### src/rtl/riscv_enc_pkg.sv
// Shared RV32I encoder types: instruction formats, opcodes, NOP word and loader FSM states.
// Pure declarations; no logic, latency or flow control.
package riscv_enc_pkg;

   typedef enum logic [2:0] {
      FMT_R = 3'd0,
      FMT_I = 3'd1,
      FMT_S = 3'd2,
      FMT_B = 3'd3,
      FMT_U = 3'd4,
      FMT_J = 3'd5
   } fmt_e;

   localparam logic [6:0] OP_LOAD   = 7'b0000011;
   localparam logic [6:0] OP_IMM    = 7'b0010011;
   localparam logic [6:0] OP_STORE  = 7'b0100011;
   localparam logic [6:0] OP_LUI    = 7'b0110111;
   localparam logic [6:0] OP_AUIPC  = 7'b0010111;
   localparam logic [6:0] OP_BRANCH = 7'b1100011;
   localparam logic [6:0] OP_JAL    = 7'b1101111;
   localparam logic [6:0] OP_JALR   = 7'b1100111;

   // addi x0, x0, 0
   localparam logic [31:0] NOP_INSTR = 32'h00000013;

   typedef enum logic [1:0] {
      ST_IDLE = 2'd0,
      ST_LOAD = 2'd1,
      ST_DONE = 2'd2
   } state_e;

endpackage

### src/rtl/instr_encoder_imm_pack.sv
// Combinational RV32I field packer with immediate range/alignment check; zero latency.
// No flow control: instr and legal follow the inputs directly.
module imm_pack
   import riscv_enc_pkg::*;
(
   input  logic [2:0]  fmt,
   input  logic [6:0]  opcode,
   input  logic [4:0]  rd,
   input  logic [4:0]  rs1,
   input  logic [4:0]  rs2,
   input  logic [2:0]  funct3,
   input  logic [6:0]  funct7,
   input  logic [31:0] imm,
   output logic [31:0] instr,
   output logic        legal
);

   logic sext_11;
   logic sext_12;
   logic sext_20;

   // Upper bits must be pure sign extension of the field's top bit.
   assign sext_11 = (&imm[31:11]) | ~(|imm[31:11]);
   assign sext_12 = (&imm[31:12]) | ~(|imm[31:12]);
   assign sext_20 = (&imm[31:20]) | ~(|imm[31:20]);

   always_comb begin
      instr = NOP_INSTR;
      legal = 1'b0;
      case (fmt)
         FMT_R: begin
            instr = {funct7, rs2, rs1, funct3, rd, opcode};
            legal = 1'b1;
         end
         FMT_I: begin
            instr = {imm[11:0], rs1, funct3, rd, opcode};
            legal = sext_11;
         end
         FMT_S: begin
            instr = {imm[11:5], rs2, rs1, funct3, imm[4:0], opcode};
            legal = sext_11;
         end
         FMT_B: begin
            instr = {imm[12], imm[10:5], rs2, rs1, funct3, imm[4:1], imm[11], opcode};
            legal = sext_12 & ~imm[0];
         end
         FMT_U: begin
            instr = {imm[31:12], rd, opcode};
            legal = ~(|imm[11:0]);
         end
         FMT_J: begin
            instr = {imm[20], imm[10:1], imm[11], imm[19:12], rd, opcode};
            legal = sext_20 & ~imm[0];
         end
         default: begin
            instr = NOP_INSTR;
            legal = 1'b0;
         end
      endcase
   end

endmodule

### src/rtl/instr_encoder.sv
// Burst loader: encodes field beats into RV32I words written at consecutive word addresses.
// One-cycle accept-to-output latency; a stalled output beat holds and blocks further accepts.
module instr_encoder
   import riscv_enc_pkg::*;
#(
   parameter int ADDR_W = 32,
   parameter int CNT_W  = 16,
   parameter int ERR_W  = 8
) (
   input  logic              clk,
   input  logic              rst_n,
   input  logic              start,
   input  logic [ADDR_W-1:0] base_addr,
   input  logic [CNT_W-1:0]  num_instr,
   input  logic              in_valid,
   output logic              in_ready,
   input  logic [2:0]        fmt,
   input  logic [6:0]        opcode,
   input  logic [4:0]        rd,
   input  logic [4:0]        rs1,
   input  logic [4:0]        rs2,
   input  logic [2:0]        funct3,
   input  logic [6:0]        funct7,
   input  logic [31:0]       imm,
   output logic              out_valid,
   input  logic              out_ready,
   output logic [31:0]       out_instr,
   output logic [ADDR_W-1:0] out_addr,
   output logic              out_err,
   output logic [ERR_W-1:0]  err_cnt,
   output logic              busy,
   output logic              done
);

   state_e            state_q, state_d;
   logic [CNT_W-1:0]  remaining_q, remaining_d;
   logic [ADDR_W-1:0] addr_q, addr_d;
   logic              out_valid_q, out_valid_d;
   logic [31:0]       out_instr_q, out_instr_d;
   logic [ADDR_W-1:0] out_addr_q, out_addr_d;
   logic              out_err_q, out_err_d;
   logic [ERR_W-1:0]  err_cnt_q, err_cnt_d;

   logic [31:0]       packed_instr;
   logic              packed_legal;
   logic              accept;
   logic [ADDR_W-1:0] base_aligned;

   imm_pack u_imm_pack (
      .fmt    (fmt),
      .opcode (opcode),
      .rd     (rd),
      .rs1    (rs1),
      .rs2    (rs2),
      .funct3 (funct3),
      .funct7 (funct7),
      .imm    (imm),
      .instr  (packed_instr),
      .legal  (packed_legal)
   );

   assign base_aligned = base_addr & ~ADDR_W'(3);
   assign accept       = in_valid & in_ready;

   always_ff @(posedge clk or negedge rst_n) begin
      if (!rst_n) begin
         state_q <= ST_IDLE;
      end else begin
         state_q <= state_d;
      end
   end

   always_comb begin
      state_d = state_q;
      case (state_q)
         ST_IDLE: if (start) state_d = ST_LOAD;
         // Leave only once the final beat has drained (or none was ever pending).
         ST_LOAD: if ((remaining_q == '0) && (!out_valid_q || out_ready)) state_d = ST_DONE;
         ST_DONE: state_d = ST_IDLE;
         default: state_d = ST_IDLE;
      endcase
   end

   always_comb begin
      in_ready = (state_q == ST_LOAD) && (remaining_q != '0) && (!out_valid_q || out_ready);
      busy     = (state_q != ST_IDLE);
      done     = (state_q == ST_DONE);
   end

   always_comb begin
      remaining_d = remaining_q;
      addr_d      = addr_q;
      out_valid_d = out_valid_q;
      out_instr_d = out_instr_q;
      out_addr_d  = out_addr_q;
      out_err_d   = out_err_q;
      err_cnt_d   = err_cnt_q;
      if ((state_q == ST_IDLE) && start) begin
         addr_d      = base_aligned;
         remaining_d = num_instr;
         err_cnt_d   = '0;
      end
      if (out_valid_q && out_ready) begin
         out_valid_d = 1'b0;
      end
      if (accept) begin
         out_valid_d = 1'b1;
         out_instr_d = packed_legal ? packed_instr : NOP_INSTR;
         out_err_d   = ~packed_legal;
         out_addr_d  = addr_q;
         addr_d      = addr_q + ADDR_W'(4);
         remaining_d = remaining_q - CNT_W'(1);
         if (!packed_legal && (err_cnt_q != '1)) begin
            err_cnt_d = err_cnt_q + ERR_W'(1);
         end
      end
   end

   always_ff @(posedge clk or negedge rst_n) begin
      if (!rst_n) begin
         remaining_q <= '0;
         addr_q      <= '0;
         out_valid_q <= 1'b0;
         out_instr_q <= '0;
         out_addr_q  <= '0;
         out_err_q   <= 1'b0;
         err_cnt_q   <= '0;
      end else begin
         remaining_q <= remaining_d;
         addr_q      <= addr_d;
         out_valid_q <= out_valid_d;
         out_instr_q <= out_instr_d;
         out_addr_q  <= out_addr_d;
         out_err_q   <= out_err_d;
         err_cnt_q   <= err_cnt_d;
      end
   end

   assign out_valid = out_valid_q;
   assign out_instr = out_instr_q;
   assign out_addr  = out_addr_q;
   assign out_err   = out_err_q;
   assign err_cnt   = err_cnt_q;

endmodule

### config.mk
export PLATFORM = sky130hd
export DESIGN_NAME = instr_encoder
export DESIGN_NICKNAME = d
export VERILOG_FILES = /design/src/rtl/riscv_enc_pkg.sv /design/src/rtl/instr_encoder_imm_pack.sv /design/src/rtl/instr_encoder.sv
export SDC_FILE = /design/constraint.sdc
export NUM_CORES = 1
export LEC_CHECK = 0
export BUFFER_PORTS_ARGS = -buffer_cell sky130_fd_sc_hd__buf_2
export CORE_AREA = 2 2 140 197
export CTS_CLUSTER_DIAMETER = 50
export DETAILED_ROUTE_END_ITERATION = 16
export DIE_AREA = 0 0 142 199
export SETUP_SLACK_MARGIN = 0.05
export SLEW_MARGIN = 20
export SYNTH_ARGS = -nofsm -noshare
export SYNTH_HDL_FRONTEND = slang
export SYNTH_HIERARCHICAL = 1
export SYNTH_SLANG_ARGS = --single-unit
### constraint.sdc
create_clock -name clk -period 5.1 [get_ports clk]
set_input_delay 1.02 -clock clk [delete_from_list [all_inputs] [get_ports clk]]
set_output_delay 1.02 -clock clk [all_outputs]
set_load 0.01 [all_outputs]
==> out/summary.txt, run 1 <==
Syn Area/Cell: 8.45 um^2
CTS tree: done
Post-Syn Area: 0.00652 mm^2
Die height: 199 um
Worst-skew pair later-pin latency: 0.42 ns
Initial Util: 24.5%
Worst slew margin: 31.3%
Final Cycle Share: 66.2%
Critical path cell sequence: inv_1, ha_1, nor4b_1, and4_1, nor2_1, buf_2
Fmax achieved: 296 MHz
Routability congestion estimate: 0.930
CP Data Required Time: 4.08 ns
Post-route insts no fill: 1285
Largest family of logic cells by synthesized area: simple AND/OR/NAND/NOR gates
Clock skew: 0.00981 ns
Nets: 1067
Clock root cell: clkbuf_16
Post-cts sizing count: 0
Largest net degree at the start of global routing: 75
Diodes inserted: 0
Min-Delay Path Class: register to register
# placed instances: 1253
Element type at the critical path start: register
# clock sinks: 120
Initial antenna violation count: 0
EDFF count, synth: 0
Die Footprint: 0.0283 mm^2
Peak VDD IR: 0.194 mV
Slowest CP cell: and4_1
Post-Synthesis Cells: 771
RSZ-0062 raised after global routing: no
Compound-Gate Fraction of Synth Area: 17.5%
Yosys warning count: 6
Final setup viols: 0
Crit-path max FO: 10
Hold_buf cts: 0
# port buffers: 192
Fin. Hold Viols: 0
Post-synthesis sequential area ratio: 46.1%
Top delay family on crit path: simple AND/OR/NAND/NOR gates
# rows: 71
Outcome: complete, no violations
Asr flop ratio synth: 100%
Final instance area: 0.00836 mm^2
First DRT Iteration DRCs: 268
Gr usage total: 15.0%
Worst stage delay on the critical path: 0.64 ns
Tmin final: 3.37 ns
Slew of the pin with the lowest slew margin: 1.02 ns
Crit end category: output pin
Max Cap Viol: 0
Vias: 6373
Vias/cell: 4.96
First-pass GRT wire length: 33.3 mm
Post-synth top flop: dfrtp_1
Die extent in x: 142 um
Ratio of cells with drive above 1 in the final layout: 26.2%
Drt wl/cell: 16.2 um
H-tree depth: 4
HPWL Detailed: 15.4 mm
Routed Antenna Nets: 0
Clock Pin Slew Worst Setup and Hold Paths: 0.06 ns
WP buf/inv: 2
Mux cell area share after synthesis: 0.787%
Synth-to-Final Area Change: 28.2%
Leakage: 4.01 nW
Residual DRC count: 0
Number of global-route vias before repair: 6281
Routed wire length: 20.8 mm
Area share of fa/ha/maj cells after synthesis: 0.576%
Cts bufs inserted: 17
CP arrival: 2.35 ns
DRT Pass-1 Iters: 5
TNS Setup: 0 ns
Post-CTS Setup Bufs: 0
#FFs+latches synth: 120
Cell Area, Placed: 0.00774 mm^2
Power Total: 2.98 mW
IO Count: 197
Power Dens Cells: 357 mW/mm^2
Unique masters post-synth: 62
Synth Area in Simple Gates: 29.1%
Synth Area in XOR/XNOR: 0.403%
Max Root-Sink Buffers: 2
Core area: 0.0266 mm^2
Setup CP Type: register to output pin
GRT overflow: 0
Pins over their slew limit: 0
-- through the flow --
step | hold WS, ns | worst slack, ns | util, %
6_report | 0.459 | 1.73 | 31.5
5_1_grt | 0.480 | 1.57 | 31.5
4_1_cts | 0.463 | 1.68 | 31.5
3_5_place_dp | 0.450 | 1.50 | 29.1
3_3_place_gp | 0.445 | 1.57 | 29.1
2_1_floorplan | 0.432 | 2.01 | -
-- worst reg2reg max path: stages, from the launching register on --
cell     delay [ns]
dfrtp_1        0.41
inv_1          0.06
ha_1           0.26
nor4b_1        0.18
and4_1         0.39
o21ai_1        0.89
o21ai_0        0.23
a221o_1        0.34
-- worst paths after layout --
check,cells past startpoint,slack (ns),end,from
setup / recovery,6,1.73,in_ready,remaining_q[0]$_DFFE_PN0P_
hold / removal,2,0.46,out_instr[26]$_DFFE_PN0N_,out_instr[26]$_DFFE_PN0N_
setup reg to reg,7,2.24,addr_q[7]$_DFFE_PN0P_,remaining_q[0]$_DFFE_PN0P_
hold reg to reg,2,0.46,out_instr[26]$_DFFE_PN0N_,out_instr[26]$_DFFE_PN0N_
max in group asynchronous,2,3.48,out_instr[20]$_DFFE_PN0N_,rst_n
min in group asynchronous,1,0.67,remaining_q[7]$_DFFE_PN0P_,rst_n
-- final cells by class --
class,count,area (um^2)
inverter,28,105
multi-input combinational,576,3180
fill,2855,18200
timing repair buffer,201,1040
sequential,120,3000
clock buffer,21,470
tap,328,410
clock inverter,11,146
-- registers in the layout, indices dropped and copies added, names as in the netlist --
| signal | cells |
|---|---|
| state_q | 2 |
| remaining_q | 16 |
| addr_q | 30 |
| out_valid | 1 |
| out_addr | 30 |
| err_cnt | 8 |
| out_err | 1 |
| out_instr | 32 |
-- cell usage in the layout, fill, tap and decap left out, types with 3 or more instances in the layout --
master      count
a211oi_1        6
a21o_1          4
a21oi_1        16
a221o_1         4
a22o_1          7
a22oi_1        20
a311oi_1        6
a31oi_1         3
and2_1          5
and3_1          8
and4_1          3
buf_2         191
buf_4           9
bufinv_16       3
clkbuf_16      17
clkbuf_8        3
clkinvlp_4      5
dfrtp_1       120
ha_1            3
inv_1          27
mux2i_1         4
nand2_1       206
nand2b_1        6
nand3_1        62
nand4_1        15
nor2_1         39
nor2b_1         3
nor3_1         17
nor3_2          3
nor3b_1         3
nor4_1         10
o211ai_1       20
o21ai_0        23
o21ai_1        15
o221a_2         3
o22ai_1        12
o311ai_0       11
or3_1           5
xor2_1          3
-- kinds of logic after synthesis --
kind of cell | after synthesis
AND/OR/NAND/NOR | 401
AO/OA/AOI/OAI | 162
flip-flops | 120
buffers and inverters | 76
multiplexers | 5
adder cells (fa/ha/maj) | 3
XOR/XNOR | 3
other | 1
-- routing by layer --
layer | vias to the layer above | track usage (%) | wire length [um]
met5 | - | 0 | 0
met4 | 0 | 6.30 | 547
met3 | 36 | 3.56 | 1180
met2 | 222 | 26.7 | 10500
met1 | 3012 | 17.1 | 8530
li1 | 3103 | - | -
-- cells in the mapped netlist (7+ instances only) --
cell	count	area [um^2]
nand2_1	207	777
dfrtp_1	120	3000
nand3_1	62	310
nor2_1	39	146
inv_1	27	101
o21ai_0	23	115
buf_2	21	105
a22oi_1	20	150
o211ai_1	20	150
clkbuf_1	17	63.8
nor3_1	17	85.1
a21oi_1	16	80.1
nand4_1	15	93.8
o21ai_1	15	75.1
o22ai_1	12	75.1
o311ai_0	11	96.3
nor4_1	10	62.6
and3_1	8	50.1
a22o_1	7	61.3
-- report_power, final --
group	internal, mW	total, mW	switching [mW]
clock network	0.806	1.26	0.458
registers	1.08	1.20	0.124
logic	0.208	0.513	0.305
(Power assumes the default switching activity.)
==> run 2, diff against run 1 <==
- ABC_AREA: default -> 1
- CORE_AREA: 2 2 140 197 -> 2 2 148 208
- DIE_AREA: 0 0 142 199 -> 0 0 150 210
- clock period: 5.1 -> 3.1 ns (I/O delays scaled with it)
==> out/summary.txt, run 2 <==
Fin. Hold Viols: 0 (unchanged)
# clock sinks: 120 (unchanged)
Most frequent cell after synthesis: nand2_1 (unchanged)
Die height: 210 um (was 199 um)
Ratio of cells with drive above 1 in the final layout: 19.8% (was 26.2%)
Clock skew: 0.0112 ns (was 0.00981 ns)
Worst reg2reg startpoint: remaining_q[0]$_DFFE_PN0P_ (unchanged)
Element type at the critical path start: register (unchanged)
Cell taking the most area after synthesis: dfrtp_1 (unchanged)
Synth top area cells: dfrtp_1 41%, nand2_1 27%, nor2_1 5.7% (was dfrtp_1 46%, nand2_1 12%, nand3_1 4.8%)
Post-Synthesis Cells: 1114 (was 771)
GRT overflow: 0 (unchanged)
H-tree depth: 4 (unchanged)
Routed wire length: 24.4 mm (was 20.8 mm)
Vias/cell: 4.48 (was 4.96)
Leakage: 5.10 nW (was 4.01 nW)
Tmin final: 2.50 ns
Clock root cell: clkbuf_16 (unchanged)
Routability congestion estimate: 0.913 (was 0.930)
Worst reg2reg setup slack: 0.76 ns (was 2.24 ns)
Final Cycle Share: 80.6%
Share of the synthesized area in the top cell type: 40.8% (was 46.1%)
Post-synthesis sequential area ratio: 40.8% (was 46.1%)
# rows: 75 (was 71)
Yosys warning count: 6 (unchanged)
Residual DRC count: 0 (unchanged)
Die Footprint: 0.0315 mm^2 (was 0.0283 mm^2)
CP Data Required Time: 2.48 ns (was 4.08 ns)
Unique masters post-synth: 34 (was 62)
Worst-skew pair later-pin latency: 0.43 ns (was 0.42 ns)
RSZ-0062 raised after global routing: no (unchanged)
TNS Setup: 0 ns (unchanged)
Net Sw Frac: 35.0% (was 29.8%)
Post-cts sizing count: 0 (unchanged)
Sw Pwr: 2.22 mW (was 0.887 mW)
Post-CTS Setup Bufs: 0 (unchanged)
Gr usage total: 16.0% (was 15.0%)
CP arrival: 1.88 ns (was 2.35 ns)
Fill cell count: 3313 (was 2855)
Synth-to-Final Area Change: 27.0% (was 28.2%)
Slew of the pin with the lowest slew margin: 0.520 ns (was 1.02 ns)
Number of global-route vias before repair: 7720 (was 6281)
HPWL Detailed: 18.7 mm (was 15.4 mm)
IO Count: 197 (unchanged)
Combinational power share: 26.2% (was 17.2%)
First-pass GRT wire length: 39.4 mm (was 33.3 mm)
CTS tree: done (unchanged)
Internal power: 4.13 mW (was 2.09 mW)
Final setup viols: 0 (unchanged)
Most frequent cells after synthesis: 524 x nand2_1, 120 x dfrtp_1, 112 x nor2_1 (was 207 x nand2_1, 120 x dfrtp_1, 62 x nand3_1)
Number of flip-flops under the largest register name: 32 (unchanged)
Min-Delay Path Class: input pin to async pin (was register to register)
EDFF count, synth: 0 (unchanged)
Seq pwr share: 37.5% (was 40.4%)
Power Total: 6.36 mW (was 2.98 mW)
Worst slew margin: 65.4% (was 31.3%)
Clock Pin Slew Worst Setup and Hold Paths: 0.06 ns (about the same)
First DRT Iteration DRCs: 286 (was 268)
Syn Area/Cell: 6.60 um^2 (was 8.45 um^2)
Die extent in x: 150 um (was 142 um)
Crit-path max FO: 3 (was 10)
#FFs+latches synth: 120 (unchanged)
Post-synth top flop: dfrtp_1 (unchanged)
Post-Syn Area: 0.00735 mm^2 (was 0.00652 mm^2)
Initial Util: 24.8% (was 24.5%)
Crit end category: output pin (unchanged)
Commonest cells after routing, fill and taps aside: 524 x nand2_1, 191 x buf_2, 120 x dfrtp_1, 111 x nor2_1, 95 x inv_1 (was 206 x nand2_1, 191 x buf_2, 120 x dfrtp_1, 62 x nand3_1, 39 x nor2_1)
Routed Antenna Nets: 0 (unchanged)
DRT Pass-1 Iters: 5 (unchanged)
Fmax achieved: 400 MHz
Max Root-Sink Buffers: 2 (unchanged)
Commonest non-fill, non-tap cell in the layout: nand2_1 (unchanged)
Vias: 7607 (was 6373)
Drt wl/cell: 14.4 um (was 16.2 um)
Peak VDD IR: 0.285 mV (was 0.194 mV)
R2R cell count: 11 (was 7)
Largest net degree at the start of global routing: 80 (was 75)
Core area: 0.0297 mm^2 (was 0.0266 mm^2)
Outcome: complete, no violations (unchanged)
Asr flop ratio synth: 100% (unchanged)
# port buffers: 192 (unchanged)
Hold_buf cts: 0 (unchanged)
Max Cap Viol: 0 (unchanged)
Setup CP Type: register to output pin (unchanged)
Nets: 1421 (was 1067)
Cts bufs inserted: 17 (unchanged)
Clk network pwr share: 36.3% (was 42.4%)
Pins over their slew limit: 0 (unchanged)
Worst setup path start: remaining_q[0]$_DFFE_PN0P_ (unchanged)
Power Dens Cells: 681 mW/mm^2 (was 357 mW/mm^2)
Initial antenna violation count: 6 (was 0)
-- run 2: changes by cell type in the layout (fill, tap and decap cells not counted), moves of 10 or more --
cell / change
o21ai_1: -11
a22oi_1: -20
a21oi_1: -14
nor4_1: -10
o22ai_1: -11
nor3_1: -14
o21ai_0: +46
o211ai_1: -19
inv_1: +68
o311ai_0: -11
nand2_1: +318
nor2_1: +72
xor2_1: +15
-- run 2: layer usage --
layer | global-route usage, % | part of all wire [%]
met1 | 17.6 | 39
met2 | 28.9 | 51
met3 | 4.20 | 6.6
met4 | 6.47 | 3.3
met5 | 0 | 0.17
-- run 2: kinds of logic after synthesis --
kind of cell / after synthesis / share of synthesized area, %
adder cells (fa/ha/maj): 3 / 0.511
XOR/XNOR: 25 / 2.98
other: 1 / 0.0510
AND/OR/NAND/NOR: 731 / 39.6
flip-flops: 120 / 40.8
AO/OA/AOI/OAI: 93 / 7.13
buffers and inverters: 141 / 8.87
-- run 2: final cells by class --
cell class                 instances  area, um^2  area share (%)
sequential                       120        3000            32.2
tap                              385         482            5.16
inverter                         101         382            4.09
clock buffer                      18         429            4.60
timing repair buffer             204        1080            11.5
clock inverter                    14         246            2.64
multi-input combinational        854        3710            39.8
antenna                            2        5.00          0.0536
-- run 2: worst paths after layout --
| check | endpoint |
|---|---|
| max | in_ready |
| min | addr_q[9]$_DFFE_PN0P_ |
| max reg2reg | addr_q[10]$_DFFE_PN0P_ |
| min reg2reg | out_addr[8]$_DFFE_PN0N_ |
| max in group asynchronous | out_instr[10]$_DFFE_PN0N_ |
| min in group clk | addr_q[3]$_DFFE_PN0P_ |
-- run 2: power by group through the flow --
stage	registers (mW)	logic [mW]	clock network, mW
after floorplan	2.40	1.03	0
after global placement	2.40	1.66	0
after detailed placement	2.41	1.69	0
after CTS	2.39	1.70	2.37
after global routing	2.45	1.92	2.44
final	2.39	1.66	2.31
-- run 2: critical path, cell delays in order (launching register included) --
cell and delay [ns]:
dfrtp_1 0.37, inv_1 0.10, ha_1 0.23, nand2_2 0.09, nor2_2 0.18, nand2_2 0.12
nand3_1 0.16, inv_1 0.06, buf_2 0.15
-- run 2: stage by stage --
step                      hold slack (ns)  std cells  area [um^2]  setup slack [ns]  util (%)
after floorplan                     0.324       1115         7360              1.25         -
after global placement              0.458       1664         8660             0.641      29.2
after detailed placement            0.460       1664         8660             0.652      29.2
after CTS                           0.114       1696         9330             0.563      31.5
after global routing                0.133       1697         9340             0.447      31.5
final                               0.117       1698         9340             0.602      31.5
